<file path="config.mk">
export PLATFORM = sky130hd
export DESIGN_NAME = fetch_unit_flat
export DESIGN_NICKNAME = d
export VERILOG_FILES = /design/src/rtl/fetch_unit_if.sv /design/src/rtl/fetch_unit.sv /design/src/flat_wrapper.sv
export SDC_FILE = /design/constraint.sdc
export NUM_CORES = 1
export LEC_CHECK = 0
export ABC_AREA = 1
export CAP_MARGIN = 10
export CORE_ASPECT_RATIO = 1.75
export CORE_MARGIN = 2
export CORE_UTILIZATION = 43
export DETAILED_ROUTE_END_ITERATION = 16
export GPL_TIMING_DRIVEN = 0
export PLACE_DENSITY_LB_ADDON = 0.3
export RECOVER_POWER = 25
export SYNTH_ARGS = -nofsm -noshare
export SYNTH_HDL_FRONTEND = slang
export SYNTH_SLANG_ARGS = --single-unit
</file>
<file path="constraint.sdc">
create_clock -name clk -period 3.5 [get_ports clk]
set_input_delay 0.525 -clock clk [delete_from_list [all_inputs] [get_ports clk]]
set_output_delay 0.525 -clock clk [all_outputs]
set_load 0.03 [all_outputs]
</file>
<file path="src/rtl/fetch_unit_if.sv">
// Fetch stage bus: instruction memory port, IF/ID outputs and control.
// FETCH_INTR_EN adds the interrupt request/acknowledge signals.
interface fetch_unit_if;
  logic        stall;
  logic        redirect;
  logic [31:0] redirect_pc;
  logic [15:0] imem_read_data;
  logic [31:0] imem_addr;
  logic        imem_read;
  logic        imem_cs;
  logic        imem_write;
  logic [15:0] if_id_inst;
  logic [15:0] if_id_imm;
  logic [31:0] if_id_pc;
  logic        if_id_valid;
`ifdef FETCH_INTR_EN
  logic        intr;
  logic [31:0] intr_vec;
  logic [31:0] epc;
  logic        intr_ack;

  modport master (
    input  stall, redirect, redirect_pc, imem_read_data,
    input  intr, intr_vec,
    output imem_addr, imem_read, imem_cs, imem_write,
    output if_id_inst, if_id_imm, if_id_pc, if_id_valid,
    output epc, intr_ack
  );
  modport slave (
    output stall, redirect, redirect_pc, imem_read_data,
    output intr, intr_vec,
    input  imem_addr, imem_read, imem_cs, imem_write,
    input  if_id_inst, if_id_imm, if_id_pc, if_id_valid,
    input  epc, intr_ack
  );
`else
  modport master (
    input  stall, redirect, redirect_pc, imem_read_data,
    output imem_addr, imem_read, imem_cs, imem_write,
    output if_id_inst, if_id_imm, if_id_pc, if_id_valid
  );
  modport slave (
    output stall, redirect, redirect_pc, imem_read_data,
    input  imem_addr, imem_read, imem_cs, imem_write,
    input  if_id_inst, if_id_imm, if_id_pc, if_id_valid
  );
`endif
endinterface

</file>
<file path="src/rtl/fetch_unit.sv">
// Instruction fetch: PC, one/two-word assembly, IF/ID register.
// Optional interrupt entry is enabled with FETCH_INTR_EN.
module fetch_unit #(
  parameter logic [31:0] RESET_PC   = 32'd32,
  parameter logic [4:0]  IMM_OPCODE = 5'b00001,
  parameter logic [15:0] NOP_WORD   = 16'h2800
) (
  input  logic         clk,
  input  logic         rst,
  fetch_unit_if.master bus
);

  typedef enum logic {FETCH_OP, FETCH_IMM} state_t;

  state_t      r_state, w_state;
  logic [19:0] r_pc, w_pc, w_pc_inc;
  logic [15:0] r_hold_inst, w_hold_inst;
  logic [19:0] r_hold_pc, w_hold_pc;
  logic [15:0] r_inst, w_inst;
  logic [15:0] r_imm, w_imm;
  logic [19:0] r_if_pc, w_if_pc;
  logic        r_valid, w_valid;
  logic        w_unused;

  // Only the low 20 address bits exist; upper bits always read as 0.
  assign w_pc_inc = r_pc + 20'd1;

`ifdef FETCH_INTR_EN
  logic [19:0] r_epc, w_epc;
  logic        r_ack, w_ack;

  assign w_unused     = &{1'b0, bus.redirect_pc[31:20],
                          bus.intr_vec[31:20]};
  assign bus.epc      = {12'd0, r_epc};
  assign bus.intr_ack = r_ack;
`else
  assign w_unused = &{1'b0, bus.redirect_pc[31:20]};
`endif

  assign bus.imem_addr   = {12'd0, r_pc};
  assign bus.imem_read   = ~rst;
  assign bus.imem_cs     = ~rst;
  assign bus.imem_write  = 1'b0;
  assign bus.if_id_inst  = r_inst;
  assign bus.if_id_imm   = r_imm;
  assign bus.if_id_pc    = {12'd0, r_if_pc};
  assign bus.if_id_valid = r_valid;

  always_comb begin
    w_state     = r_state;
    w_pc        = r_pc;
    w_hold_inst = r_hold_inst;
    w_hold_pc   = r_hold_pc;
    w_inst      = r_inst;
    w_imm       = r_imm;
    w_if_pc     = r_if_pc;
    w_valid     = r_valid;
`ifdef FETCH_INTR_EN
    w_epc       = r_epc;
    w_ack       = 1'b0;
`endif
    if (bus.redirect) begin
      w_pc        = bus.redirect_pc[19:0];
      w_state     = FETCH_OP;
      w_hold_inst = 16'd0;
      w_inst      = NOP_WORD;
      w_imm       = 16'd0;
      w_valid     = 1'b0;
    end else if (!bus.stall) begin
      unique case (r_state)
        FETCH_OP: begin
`ifdef FETCH_INTR_EN
          // Current word is dropped; epc makes it refetch on return.
          if (bus.intr && !r_ack) begin
            w_epc   = r_pc;
            w_pc    = bus.intr_vec[19:0];
            w_inst  = NOP_WORD;
            w_imm   = 16'd0;
            w_valid = 1'b0;
            w_ack   = 1'b1;
          end else
`endif
          if (bus.imem_read_data[15:11] == IMM_OPCODE) begin
            w_hold_inst = bus.imem_read_data;
            w_hold_pc   = r_pc;
            w_pc        = w_pc_inc;
            w_state     = FETCH_IMM;
            w_inst      = NOP_WORD;
            w_imm       = 16'd0;
            w_valid     = 1'b0;
          end else begin
            w_inst  = bus.imem_read_data;
            w_imm   = 16'd0;
            w_if_pc = r_pc;
            w_valid = 1'b1;
            w_pc    = w_pc_inc;
          end
        end
        FETCH_IMM: begin
          w_inst  = r_hold_inst;
          w_imm   = bus.imem_read_data;
          w_if_pc = r_hold_pc;
          w_valid = 1'b1;
          w_pc    = w_pc_inc;
          w_state = FETCH_OP;
        end
      endcase
    end
  end

  always_ff @(posedge clk or posedge rst) begin
    if (rst) begin
      r_state     <= FETCH_OP;
      r_pc        <= RESET_PC[19:0];
      r_hold_inst <= 16'd0;
      r_hold_pc   <= 20'd0;
      r_inst      <= NOP_WORD;
      r_imm       <= 16'd0;
      r_if_pc     <= 20'd0;
      r_valid     <= 1'b0;
    end else begin
      r_state     <= w_state;
      r_pc        <= w_pc;
      r_hold_inst <= w_hold_inst;
      r_hold_pc   <= w_hold_pc;
      r_inst      <= w_inst;
      r_imm       <= w_imm;
      r_if_pc     <= w_if_pc;
      r_valid     <= w_valid;
    end
  end

`ifdef FETCH_INTR_EN
  always_ff @(posedge clk or posedge rst) begin
    if (rst) begin
      r_epc <= 20'd0;
      r_ack <= 1'b0;
    end else begin
      r_epc <= w_epc;
      r_ack <= w_ack;
    end
  end
`endif

endmodule

</file>
<file path="src/flat_wrapper.sv">
// flat-port wrapper written by rule: the top's interface ports become plain ports
module fetch_unit_flat 
#(
  parameter logic [31:0] RESET_PC   = 32'd32,
  parameter logic [4:0]  IMM_OPCODE = 5'b00001,
  parameter logic [15:0] NOP_WORD   = 16'h2800
)
  (clk, rst, bus_stall, bus_redirect, bus_redirect_pc, bus_imem_read_data, bus_imem_addr, bus_imem_read, bus_imem_cs, bus_imem_write, bus_if_id_inst, bus_if_id_imm, bus_if_id_pc, bus_if_id_valid);
  fetch_unit_if bus_i ();
  input  logic clk;
  input  logic rst;
  input wire logic [$bits(bus_i.stall)-1:0] bus_stall;
  input wire logic [$bits(bus_i.redirect)-1:0] bus_redirect;
  input wire logic [$bits(bus_i.redirect_pc)-1:0] bus_redirect_pc;
  input wire logic [$bits(bus_i.imem_read_data)-1:0] bus_imem_read_data;
  output wire logic [$bits(bus_i.imem_addr)-1:0] bus_imem_addr;
  output wire logic [$bits(bus_i.imem_read)-1:0] bus_imem_read;
  output wire logic [$bits(bus_i.imem_cs)-1:0] bus_imem_cs;
  output wire logic [$bits(bus_i.imem_write)-1:0] bus_imem_write;
  output wire logic [$bits(bus_i.if_id_inst)-1:0] bus_if_id_inst;
  output wire logic [$bits(bus_i.if_id_imm)-1:0] bus_if_id_imm;
  output wire logic [$bits(bus_i.if_id_pc)-1:0] bus_if_id_pc;
  output wire logic [$bits(bus_i.if_id_valid)-1:0] bus_if_id_valid;
  assign bus_i.stall = bus_stall;
  assign bus_i.redirect = bus_redirect;
  assign bus_i.redirect_pc = bus_redirect_pc;
  assign bus_i.imem_read_data = bus_imem_read_data;
  assign bus_imem_addr = bus_i.imem_addr;
  assign bus_imem_read = bus_i.imem_read;
  assign bus_imem_cs = bus_i.imem_cs;
  assign bus_imem_write = bus_i.imem_write;
  assign bus_if_id_inst = bus_i.if_id_inst;
  assign bus_if_id_imm = bus_i.if_id_imm;
  assign bus_if_id_pc = bus_i.if_id_pc;
  assign bus_if_id_valid = bus_i.if_id_valid;
  fetch_unit #(.RESET_PC(RESET_PC), .IMM_OPCODE(IMM_OPCODE), .NOP_WORD(NOP_WORD)) u_core (.clk(clk), .rst(rst), .bus(bus_i));
endmodule
</file>
* Word level (Yosys, flattened, before mapping)
Cells that the tools add are included.
** Operators by class
- Mux-type cells :: 23
- $add $sub $neg :: 1
- Reductions and logical operators :: 4
- Bitwise gates (word level) :: 4
- Equality and inequality tests :: 4
** Operators with widths (count)
- $mux 16 :: 9
- $pmux 16 s2 :: 2
- $mux 20 :: 3
- $pmux 20 s2 :: 1
- $add 20x1->20 const B :: 1
- $mux 1 :: 6
- $reduce_and 3->1 :: 2
- $eq 5x1->1 const B :: 1
- $ne 2x2->1 const B :: 2
- $not 1->1 :: 4
- $pmux 1 s2 :: 2
- $reduce_and 4->1 :: 1
- $ne 2x1->1 const B :: 1
- $reduce_bool 2->1 :: 1
** Word-level totals
- Input port bits :: 52
- Output and inout bits :: 100
- Logic and storage cells :: 44
- Register bits after elaboration :: 110

* Depth between registers and ports, before layout
- Word-level depth :: 5
- Mapped depth :: 10
- Gate-level depth less buffers :: 9

* Worst setup path after synthesis
Ideal clock, no wire load.
- Path type :: input-to-output
- Start :: input rst
- End :: output bus_imem_read
- Slack :: -0.468 ns
- Arrival time :: 3.443 ns
- Required time :: 2.975 ns
- Buffers on the path :: 1
- Stages :: 2
- Cells stage by stage :: inv_1 buf_4
** On the way
- Word-level cells in the longest chain between the ends :: 1
** RTL lines
- from (decl) :: line flat_wrapper.sv:11 : input logic rst;
- $not 1->1 :: line fetch_unit.sv:41 : assign bus.imem_read = ~rst;
- to (decl) :: line flat_wrapper.sv:17 : output wire logic [$bits(bus_i.imem_read)-1:0] bus_imem_read;
Every way passes these cells.

* Worst setup path after layout
- Start :: input rst
- End :: output bus_imem_cs
** On the way
- Word-level cells in the longest chain between the ends :: 1
** RTL lines
- $not 1->1 :: line fetch_unit.sv:42 : assign bus.imem_cs = ~rst;
- to (decl) :: line flat_wrapper.sv:18 : output wire logic [$bits(bus_i.imem_cs)-1:0] bus_imem_cs;
Every way passes these cells.

==> summary.txt <==
Dpl ws = -0.137 ns
Placement Rows = 53
Sequential element share of the synthesized area = 52.1%
Worst Hold Class = reg2reg
Final Util = 59.0%
LEAKAGE = 3.27 nW
Power Density = 454 nW/µm²
Final #Nets = 815
Yosys top cell by area = dfrtp_1
Initial core utilization = 44.1%
Global-route wire length before repair = 23900 µm
Total of warnings raised by yosys = 0
Setup-failing EPs final = 0
CTS root buf = clkbuf_16
GP Congestion = 0.877
Worst r2r src = u_core.r_pc[0]
Max_cap viols = 0
Status = finished, final reports clean
Post-synthesis simple-gate area fraction = 18.8%
Fraction of layout cells with a size suffix above 1 = 12.5%
I/O Buffers = 114
CTS H-tree depth = 3
Syn Area/Cell = 8.69 µm²
Slew @ Worst Pin = 0.968 ns
Area delta synth->final = 33.8%
Synth Register Bits = 110
Xor/xnor share of the synthesized area = 0.496%
Crit share post-route = 87.5%
Critical path arrival = 2.54 ns
Clk sinks = 110
Vias in the first global route = 4765
NetSw = 0.000992 W
Inst Count DP = 914
Worst reg2reg path depth = 8
Die X = 87.9 µm
Hold-fix buffer count after cts = 0
Grt met2 use = 43.1%
Post-Syn Instances = 609
Post-Route WL = 14800 µm
Clock Latency Late Sink = 0.35 ns
Gr usage total = 23.8%
Pre-Repair DR Iteration Count = 5
DR vias = 4712
Gate power share = 22.5%
Antenna violations before repair = 0
Final setup skew = 0.00787 ns
Vias per std cell = 5.06
Post-synthesis cell area = 5290 µm²
Slew Viols, Final = 0
HPWL after DPL = 11400 µm
DRT iter0 DRCs = 254
Internal power = 0.00222 W
R2R setup slack = 1.77 ns
Antenna Violating Nets Remaining = 0
Final Critical Period = 3.06 ns
Setup TNS = 0 ns
Overall Power = 0.00321 W
Max IR drop VDD = 0.326 mV
Worst setup EP type = primary output
Drc violations = 0
Largest net degree at the start of global routing = 43
Most frequent cells in the layout = nand2_1 (164), clkdlybuf4s50_1 (113), dfrtp_1 (107), o21ai_0 (84), inv_1 (38)
Kind of critical path = in2out
Max_slew headroom = 35.4%
Crit path capture = bus_imem_cs
RR Endpoint = u_core.r_pc[14]
Reg clk slew, reported paths = 0.07 ns
Largest family of logic cells by synthesized area = simple AND/OR/NAND/NOR gates
Core area = 12000 µm²
CTS buffer count = 9
Gr busiest metal = met2
Unique masters post-synth = 33
CP Launch Type = primary input
Filler cells = 1099
Hold Startpoint = u_core.r_hold_pc[10]
RSZ-0062 raised after global routing = false
Grt met3 use = 4.82%
Height of the die = 151 µm
TritonCTS clock tree = built
Synth area leaders = dfrtp_1 (51%), nand2_1 (12%), o21ai_0 (7.9%), buf_4 (4.1%), o21ai_2 (3.3%)
Worst-path maximum fanout = 42
Most common cell after layout, fill and taps aside = nand2_1
Antenna Cells = 0
Synth Area in Compound Gates = 18.3%
Die area = 13200 µm²
Clk pwr share = 32.0%
CP Launch Point = rst
Non-filler cells, final = 932
Hold Violations, Final = 0
Post-Synth Adder-Cell Area = 0.236%
Io pins = 152
Clk buf depth = 2
Req. time, crit path = 2.97 ns
Grt met1 use = 26.6%
GRT overflow = 0
Switching fraction of total power = 30.9%
Sequential share of power = 45.5%
Max Clock Freq = 0.326 GHz
Area share of the largest cell type after synthesis = 50.6%
Routed length per instance = 15.9 µm
Final worst slack = 0.437 ns
Mux cell area share after synthesis = 0%
==> per-layer routing <==
metal	wire, µm	share of wire [%]
met1	5410	36
met2	8100	55
met3	913	6.2
met4	408	2.8
met5	0	0
==> sequential cells by signal, indices dropped and copies added, names as in the netlist <==
| name | count |
|---|---|
| u_core.bus.if_id_valid | 1 |
| u_core.bus.if_id_inst | 16 |
| u_core.bus.if_id_imm | 16 |
| u_core.r_hold_pc | 20 |
| u_core.r_pc | 20 |
| u_core.r_state | 1 |
| u_core.r_hold_inst | 16 |
| u_core.r_if_pc | 20 |
==> how the worst min path moves through the flow <==
| stage | slack (ns) | depth (start not counted) | endpoint |
|---|---|---|---|
| final | 0.48 | 2 | u_core.r_hold_pc[10] |
| after global routing | 0.50 | 2 | u_core.r_hold_pc[1] |
| after CTS | 0.48 | 2 | u_core.r_hold_pc[1] |
| after detailed placement | 0.46 | 2 | u_core.r_hold_pc[4] |
| after global placement | 0.46 | 2 | u_core.r_hold_pc[19] |
| after floorplan | 0.45 | 2 | u_core.r_hold_pc[0] |
==> cell type report <==
class / instances / area [µm²] / area share [%]
Timing Repair Buffer: 117 / 1180 / 16.7
Clock buffer: 10 / 229 / 3.23
Tap cell: 165 / 206 / 2.92
Multi-Input combinational cell: 421 / 2090 / 29.6
Inverter: 45 / 173 / 2.44
Clock inverter: 6 / 71.3 / 1.01
Buffer: 57 / 362 / 5.11
Sequential cell: 110 / 2760 / 38.9
Timing Repair inverter: 1 / 5.00 / 0.0707
==> synthesized netlist by cell type <==
library cell	number
nand2_1	164
dfrtp_1	107
o21ai_0	84
inv_1	39
nand3_1	33
buf_4	29
nor2_1	27
o21ai_2	20
a21oi_1	18
clkbuf_1	17
a32o_1	16
buf_2	6
o211ai_1	6
buf_6	4
inv_2	4
nor2_2	4
o21bai_1	4
dfstp_2	3
nand4_1	3
nor2_4	3
o21ai_1	3
xor2_1	3
o221ai_1	2
a31oi_1	1
clkbuf_2	1
clkinv_1	1
conb_1	1
ha_1	1
inv_4	1
nand3_2	1
nor2_8	1
nor3_1	1
o22ai_1	1
==> per-stage QoR <==
| stage | instance area (µm²) | hold slack [ns] |
|---|---|---|
| after floorplan | 5390 | 0.450 |
| after global placement | 6730 | 0.459 |
| after detailed placement | 6770 | 0.463 |
| after CTS | 7080 | 0.481 |
| after global routing | 7080 | 0.501 |
| final | 7080 | 0.482 |
==> logic make-up (layout without fill, tap and decap cells) <==
group                    Yosys count  count (layout)
AO/OA/AOI/OAI                    155             155
XOR/XNOR                           3               3
adder cells (fa/ha/maj)            1               1
buffers and inverters            102             236
flip-flops                       110             110
other                              1              25
AND/OR/NAND/NOR                  237             237
==> critical path, stage by stage <==
cell             delay, ns
dlygate4sd3_1         0.62
clkinvlp_2            0.16
buf_12                0.25
buf_12                0.25
clkdlybuf4s50_1       0.71
==> power by group through the flow <==
stage | registers, W | logic (W) | clock network [W]
global route | 0.00148 | 0.000785 | 0.00110
CTS | 0.00146 | 0.000727 | 0.00104
floorplan | 0.00162 | 0.000286 | 0
detailed placement | 0.00148 | 0.000722 | 0
global placement | 0.00148 | 0.000706 | 0
finish | 0.00146 | 0.000721 | 0.00103
==> what timing repair did <==
item	in CTS	in global routing
pin swaps	0	0
endpoints found under the setup margin	2	1
gates resized for setup	0	0
setup buffers	0	1
cloned	1	0
Power figures use the tool's default switching activity.
